File: src/rtl/draw_pkg.sv
// -----------------------------------------------------------------------------
// draw_pkg
// Shared definitions for the sprite line drawer: FSM state encoding, the
// field positions inside the 32-bit sprite row descriptor, default widths and
// the reserved background colour address.
// -----------------------------------------------------------------------------
package draw_pkg;

    // Default widths of the sprite memory address and the pixel-count field
    localparam int SIZE_ADDRESS = 14;
    localparam int SIZE_WIDTH   = 5;

    // Reserved background colour address; the drawer never emits it
    localparam logic [SIZE_ADDRESS-1:0] ADDRESS_BG = 14'd16383;

    // Descriptor field positions inside sprite_datas
    localparam int BASE_MSB = 27;
    localparam int BASE_LSB = 14;
    localparam int CNT_MSB  = 4;
    localparam int CNT_LSB  = 0;

    // Row drawer state encoding
    typedef enum logic [1:0] {
        ST_IDLE = 2'd0,
        ST_LOAD = 2'd1,
        ST_DRAW = 2'd2,
        ST_DONE = 2'd3
    } draw_state_e;

endpackage : draw_pkg

File: src/rtl/sprite_addr_gen.sv
// -----------------------------------------------------------------------------
// sprite_addr_gen
// Combinational sprite memory address generator: base + idx, wrapped modulo
// 2^SIZE_ADDRESS. The background colour address is reserved, so a sum landing
// on it is pulled down by one (saturating clamp). The parent registers the
// result.
//
// Ports:
//   base  in  SIZE_ADDRESS  row base address
//   idx   in  SIZE_WIDTH    pixel index within the row
//   addr  out SIZE_ADDRESS  clamped sprite memory address
// -----------------------------------------------------------------------------
module sprite_addr_gen
    import draw_pkg::*;
#(
    parameter int                      SIZE_ADDRESS_P = SIZE_ADDRESS,
    parameter int                      SIZE_WIDTH_P   = SIZE_WIDTH,
    parameter logic [SIZE_ADDRESS_P-1:0] ADDRESS_BG_P = ADDRESS_BG
) (
    input  logic [SIZE_ADDRESS_P-1:0] base,
    input  logic [SIZE_WIDTH_P-1:0]   idx,
    output logic [SIZE_ADDRESS_P-1:0] addr
);

    localparam logic [SIZE_ADDRESS_P-1:0] ADDR_ONE = {{(SIZE_ADDRESS_P-1){1'b0}}, 1'b1};

    logic [SIZE_ADDRESS_P-1:0] sum_s;

    // Wrapping add followed by the background-address clamp
    always_comb begin
        sum_s = base + {{(SIZE_ADDRESS_P-SIZE_WIDTH_P){1'b0}}, idx};
        if (sum_s == ADDRESS_BG_P) begin
            addr = ADDRESS_BG_P - ADDR_ONE;
        end else begin
            addr = sum_s;
        end
    end

endmodule : sprite_addr_gen

File: src/rtl/sprite_line_drawer.sv
// -----------------------------------------------------------------------------
// sprite_line_drawer
// Consumer side of the sprite_on / sprite_datas / count_finished handshake.
// On sprite_on the row descriptor is latched, then one sprite memory address
// is issued per accepted pixel strobe until the row is complete or clipped by
// the end of the active area. count_finished then pulses for one cycle and the
// block waits for the controller to drop sprite_on before re-arming.
//
// Ports:
//   clk             in   system clock
//   reset           in   asynchronous reset, active low
//   sprite_on       in   row draw request, held until the controller leaves
//   sprite_datas    in   [27:14] row base address, [4:0] pixel count - 1
//   pixel_en        in   one-clk pixel strobe
//   active_area     in   monitor active-area flag
//   memory_address  out  sprite memory address of the current pixel
//   addr_valid      out  memory_address is valid this cycle
//   count_finished  out  one-cycle pulse: row complete or clipped
//   busy            out  high in LOAD, DRAW and DONE
// -----------------------------------------------------------------------------
module sprite_line_drawer
    import draw_pkg::*;
#(
    parameter int                      size_address = SIZE_ADDRESS,
    parameter int                      size_width   = SIZE_WIDTH,
    parameter logic [size_address-1:0] address_BG   = ADDRESS_BG
) (
    input  logic                    clk,
    input  logic                    reset,
    input  logic                    sprite_on,
    input  logic [31:0]             sprite_datas,
    input  logic                    pixel_en,
    input  logic                    active_area,
    output logic [size_address-1:0] memory_address,
    output logic                    addr_valid,
    output logic                    count_finished,
    output logic                    busy
);

    localparam logic [size_width-1:0] IDX_ONE = {{(size_width-1){1'b0}}, 1'b1};

    draw_state_e             state_q,  state_d;
    logic [size_address-1:0] base_q,   base_d;
    logic [size_width-1:0]   last_q,   last_d;
    logic [size_width-1:0]   idx_q,    idx_d;
    logic [size_address-1:0] addr_q,   addr_d;
    logic                    valid_q,  valid_d;
    logic                    cf_q,     cf_d;
    logic                    busy_q,   busy_d;
    logic [size_address-1:0] gen_addr_s;

    // Descriptor bits outside the two fields carry nothing for this block
    logic unused_desc_bits_s;
    assign unused_desc_bits_s = ^{sprite_datas[31:BASE_MSB+1], sprite_datas[BASE_LSB-1:CNT_MSB+1]};

    // Address of the current pixel; idx is 0 while in LOAD so this yields base
    sprite_addr_gen #(
        .SIZE_ADDRESS_P (size_address),
        .SIZE_WIDTH_P   (size_width),
        .ADDRESS_BG_P   (address_BG)
    ) u_addr_gen (
        .base (base_q),
        .idx  (idx_q),
        .addr (gen_addr_s)
    );

    // Next-state and next-output logic for the row drawer
    always_comb begin
        state_d = state_q;
        base_d  = base_q;
        last_d  = last_q;
        idx_d   = idx_q;
        addr_d  = addr_q;
        valid_d = 1'b0;
        cf_d    = 1'b0;
        case (state_q)
            ST_IDLE: begin
                if (sprite_on) begin
                    state_d = ST_LOAD;
                    base_d  = sprite_datas[BASE_MSB:BASE_LSB];
                    last_d  = sprite_datas[CNT_MSB:CNT_LSB];
                    idx_d   = {size_width{1'b0}};
                end else begin
                    state_d = ST_IDLE;
                end
            end
            ST_LOAD, ST_DRAW: begin
                // Abort wins over a coincident pixel strobe: no address, no pulse
                if (!sprite_on) begin
                    state_d = ST_IDLE;
                end else if (pixel_en) begin
                    if (active_area) begin
                        addr_d  = gen_addr_s;
                        valid_d = 1'b1;
                        idx_d   = idx_q + IDX_ONE;
                        // Completion pulse rides along with the last address
                        if (idx_q == last_q) begin
                            cf_d    = 1'b1;
                            state_d = ST_DONE;
                        end else begin
                            state_d = ST_DRAW;
                        end
                    end else begin
                        // Clipped by the end of the active area
                        cf_d    = 1'b1;
                        state_d = ST_DONE;
                    end
                end else begin
                    state_d = state_q;
                end
            end
            ST_DONE: begin
                // Controller still holds sprite_on for a clk after the pulse;
                // re-arm only once it has been released
                if (!sprite_on) begin
                    state_d = ST_IDLE;
                end else begin
                    state_d = ST_DONE;
                end
            end
            default: begin
                state_d = ST_IDLE;
            end
        endcase
        busy_d = (state_d != ST_IDLE);
    end

    // State and registered outputs
    always_ff @(posedge clk or negedge reset) begin
        if (!reset) begin
            state_q <= ST_IDLE;
            base_q  <= {size_address{1'b0}};
            last_q  <= {size_width{1'b0}};
            idx_q   <= {size_width{1'b0}};
            addr_q  <= {size_address{1'b0}};
            valid_q <= 1'b0;
            cf_q    <= 1'b0;
            busy_q  <= 1'b0;
        end else begin
            state_q <= state_d;
            base_q  <= base_d;
            last_q  <= last_d;
            idx_q   <= idx_d;
            addr_q  <= addr_d;
            valid_q <= valid_d;
            cf_q    <= cf_d;
            busy_q  <= busy_d;
        end
    end

    assign memory_address = addr_q;
    assign addr_valid     = valid_q;
    assign count_finished = cf_q;
    assign busy           = busy_q;

endmodule : sprite_line_drawer

File: config.mk
export PLATFORM = sky130hd
export DESIGN_NAME = sprite_line_drawer
export DESIGN_NICKNAME = d
export VERILOG_FILES = /design/src/rtl/draw_pkg.sv /design/src/rtl/sprite_addr_gen.sv /design/src/rtl/sprite_line_drawer.sv
export SDC_FILE = /design/constraint.sdc
export NUM_CORES = 1
export LEC_CHECK = 0
export BUFFER_PORTS_ARGS = -buffer_cell sky130_fd_sc_hd__buf_2
export CAP_MARGIN = 5
export CORE_UTILIZATION = 45
export DETAILED_ROUTE_END_ITERATION = 12
export PLACE_DENSITY = 0.69
export REMOVE_ABC_BUFFERS = 1
export SYNTH_ARGS = -nofsm -noshare
export SYNTH_HDL_FRONTEND = slang
export SYNTH_SLANG_ARGS = --single-unit
export TNS_END_PERCENT = 100
File: constraint.sdc
create_clock -name clk -period 6.96 [get_ports clk]
set_input_delay 0.348 -clock clk [delete_from_list [all_inputs] [get_ports clk]]
set_output_delay 0.348 -clock clk [all_outputs]
set_load 0.05 [all_outputs]
==> results.yml <==
status:
  status: "finished, final reports clean"
critical_path:
  cp-end-kind: "register"
  critPathBufInv: 1
  crit_family: "simple AND/OR/NAND/NOR gates"
  crit_type: "reg2reg"
  crit_chain: "ha_1 > inv_1 > fa_1 > xor2_1 > nor3b_1 > nand4_1 > or4_1 > o31ai_1 > o211ai_1"
  cp_slowest_cell: "dfrtp_1"
  cp_data_required_time_ps: 7120
  slowest_delay_ps: 450
  worstSetupStartpointType: "register"
  path_max_fanout: 5
  worstPathArrival_ps: 2730
final_layout:
  finish.net_count: 287
  n_fill_cell: 421
  drive_above_1_share_pct: 30.17
  areaGrowthSynthToFinish_pct: 15.76
  num_antenna_cells: 0
floorplanning:
  die_height_um: 72.29
  chipWidth_um: 72.29
  rows: 25
  start_util_pct: 47.07
  core_um2: 4723
  ios: 54
  dieArea_um2: 5226
grt:
  grt_use_total_pct: 16.57
  antenna_found_initial: 0
  busiest_layer: "met2"
  grt_max_degree: 44
  gr-total-overflow: 0
  use_met2_pct: 25.34
  grt_pass1_vias: 1478
  grt_util_met1_pct: 23.50
  grt_pass1_wl_mm: 6.734
  met3_usage_pct: 4.167
route:
  via_count: 1551
  drc_errors: 0
  routedWlPerCell_um: 12.68
  ant_nets: 0
  vias_per_cell: 5.019
  first_pass_iters: 4
  wl_mm: 3.917
  drt-initial-drc-count: 46
timing:
  finalCritPeriodShare_pct: 36.95
  fin_ws_ps: 4388
  maxSlewHeadroom_pct: 38.04
  worst_slew_pin_slew_ps: 929.4
  maxSlewViolCount: 0
  final_hold_viol_count: 0
  timing.fmax_mhz: 388.9
  finalSetupTns_ps: 0
  layout_min_cycle_time_ps: 2572
  rsz0062_at_grt: "false"
  hold_slack_ps: 187.3
  setup_viol: 0
  fin_skew_ps: 7.739
clocking:
  cts_buffer_depth: 2
  cts.root.buffer_cell: "clkbuf_8"
  postCtsSetupBuffers: 0
  cts_tree: "yes"
  path_clk_slew_ps: 80
  insertion_delay_ps: 290
  numCtsBuffers: 5
  clock-sinks: 43
  ctsResizeCount: 0
  htree_num_levels: 2
  postCtsHoldBufs: 0
yosys:
  yosys_register_bits: 43
  synth_area_um2: 2223
  yosysWarnings: 0
  avgSynthCellArea_um2: 11.01
  yosysTopAreaCell: "dfrtp_1"
  synth_area_leaders: "dfrtp_1 48%, mux2_2 10%, xor2_1 4.7%"
  synth_edf_count: 0
  ys_types: 41
  async_flop_share_pct: 100.0
  synth_flop_cell: "dfrtp_1"
  synth.yosys.seq_area_share_pct: 48.40
  synth.top_cell.area_share_pct: 48.40
  syn-instance-count: 202
min_path:
  hp-class: "in2async"
run:
  drv_cap: 0
placement:
  hpwl_mm: 2.874
  portBuffers: 40
  place_congestion: 0.8037
  dpl_worst_slack_ps: 4397
power_and_ir_drop:
  powerDensity_nw_per_um2: 316.4
  vdd_drop_max_v: 0.0001320
  fin_total_pwr_w: 0.0008144
  power.leakage_nw: 1.189
==> power breakdown <==
part / switching (W) / internal (W)
Combinational: 0.000194 / 0.0000948
Clock: 0.0000802 / 0.0000906
Sequential: 0.0000469 / 0.000308
Total: 0.000321 / 0.000493
==> registers in the layout (all words and copies together), names as in the netlist <==
signal and flops:
memory_address 14, addr_valid 1, state_q 2, count_finished 1, idx_q 5, base_q 14, busy 1, last_q 5
==> cell usage in the layout (no fill, tap or decap), drive strengths merged, types with 2 or more instances in the layout <==
master / netlist / final
mux2: 20 / 20
nor3b: 3 / 3
nor2: 11 / 11
o21ai: 14 / 14
inv: 7 / 7
ha: 8 / 8
o211ai: 2 / 2
clkbuf: 5 / 8
a41oi: 2 / 2
dfrtp: 43 / 43
or2: 2 / 2
nand2: 25 / 25
xor2: 12 / 12
nand4: 9 / 9
xnor2: 7 / 7
o31ai: 4 / 4
buf: 3 / 40
nor3: 3 / 3
o21a: 3 / 3
==> worst reg2reg max path, cell delays in order, from the launching register on <==
cell	delay, ps
dfrtp_1	450
ha_1	200
inv_1	50
fa_1	430
xor2_1	200
nor3b_1	220
nand4_1	100
or4_1	420
o31ai_1	250
o211ai_1	120
==> cells by family (layout without fill, tap and decap cells) <==
family	Yosys count	count (layout)	share of synthesized area, %
AOI/OAI and AO/OA	35	35	11.54
xor gates and xnor gates	19	19	7.485
adders and majority gates	9	9	5.403
buffers and inverters	16	56	2.926
DFF	43	43	48.40
muxes	20	20	10.13
and+or+nand+nor	60	60	14.13
==> metal layers <==
metal / up-vias / wire length [um] / part of all wire [%]
met5: - / 0 / 0
met4: 0 / 27 / 0.69
met2: 30 / 1820 / 46
li1: 792 / - / -
met1: 725 / 1900 / 49
met3: 4 / 168 / 4.3
==> worst paths after layout <==
path                                                    start                             to  slack, ps  cells after the start
worst max-delay path                     idx_q[0]$_DFFE_PN0P_  memory_address[0]$_DFFE_PN0P_       4390                      9
worst min-delay path                                    reset           state_q[1]$_DFF_PN0_        190                      1
worst max register to register           idx_q[0]$_DFFE_PN0P_  memory_address[0]$_DFFE_PN0P_       4390                      9
worst min register to register  memory_address[1]$_DFFE_PN0P_  memory_address[1]$_DFFE_PN0P_        480                      2
max in group asynchronous                               reset         base_q[11]$_DFFE_PN0P_       6180                      1
min in group clk                              sprite_datas[0]          last_q[0]$_DFFE_PN0P_        280                      2
==> synthesized netlist by cell type, types with 2 or more instances <==
cell type,instances
clkbuf_1,5
ha_1,8
buf_2,3
o31ai_1,4
o21a_1,3
xor2_1,12
xnor2_1,7
nor2_1,11
nand2_1,25
mux2_2,20
nor3b_1,3
nand4_1,8
o211ai_1,2
nor3_1,3
dfrtp_1,43
a41oi_1,2
inv_1,7
o21ai_1,10
o21ai_0,4
==> area by class of cell <==
cell class	count	area, um2	share of cell area [%]
Multi-Input combinational cell	143	1082	42.05
Sequential cell	43	1076	41.81
Timing Repair Buffer	40	200.2	7.778
Clock buffer	8	100.1	3.889
Tap cell	67	83.83	3.257
Inverter	8	31.28	1.215
==> per-stage QoR <==
step	util, %	instance area [um2]	std cells
final	54.49	2574	309
after global routing	54.49	2574	309
after CTS	54.49	2574	309
after detailed placement	52.37	2474	301
after global placement	52.37	2474	301
after floorplan	-	2190	194
Power figures use the tool's default switching activity.
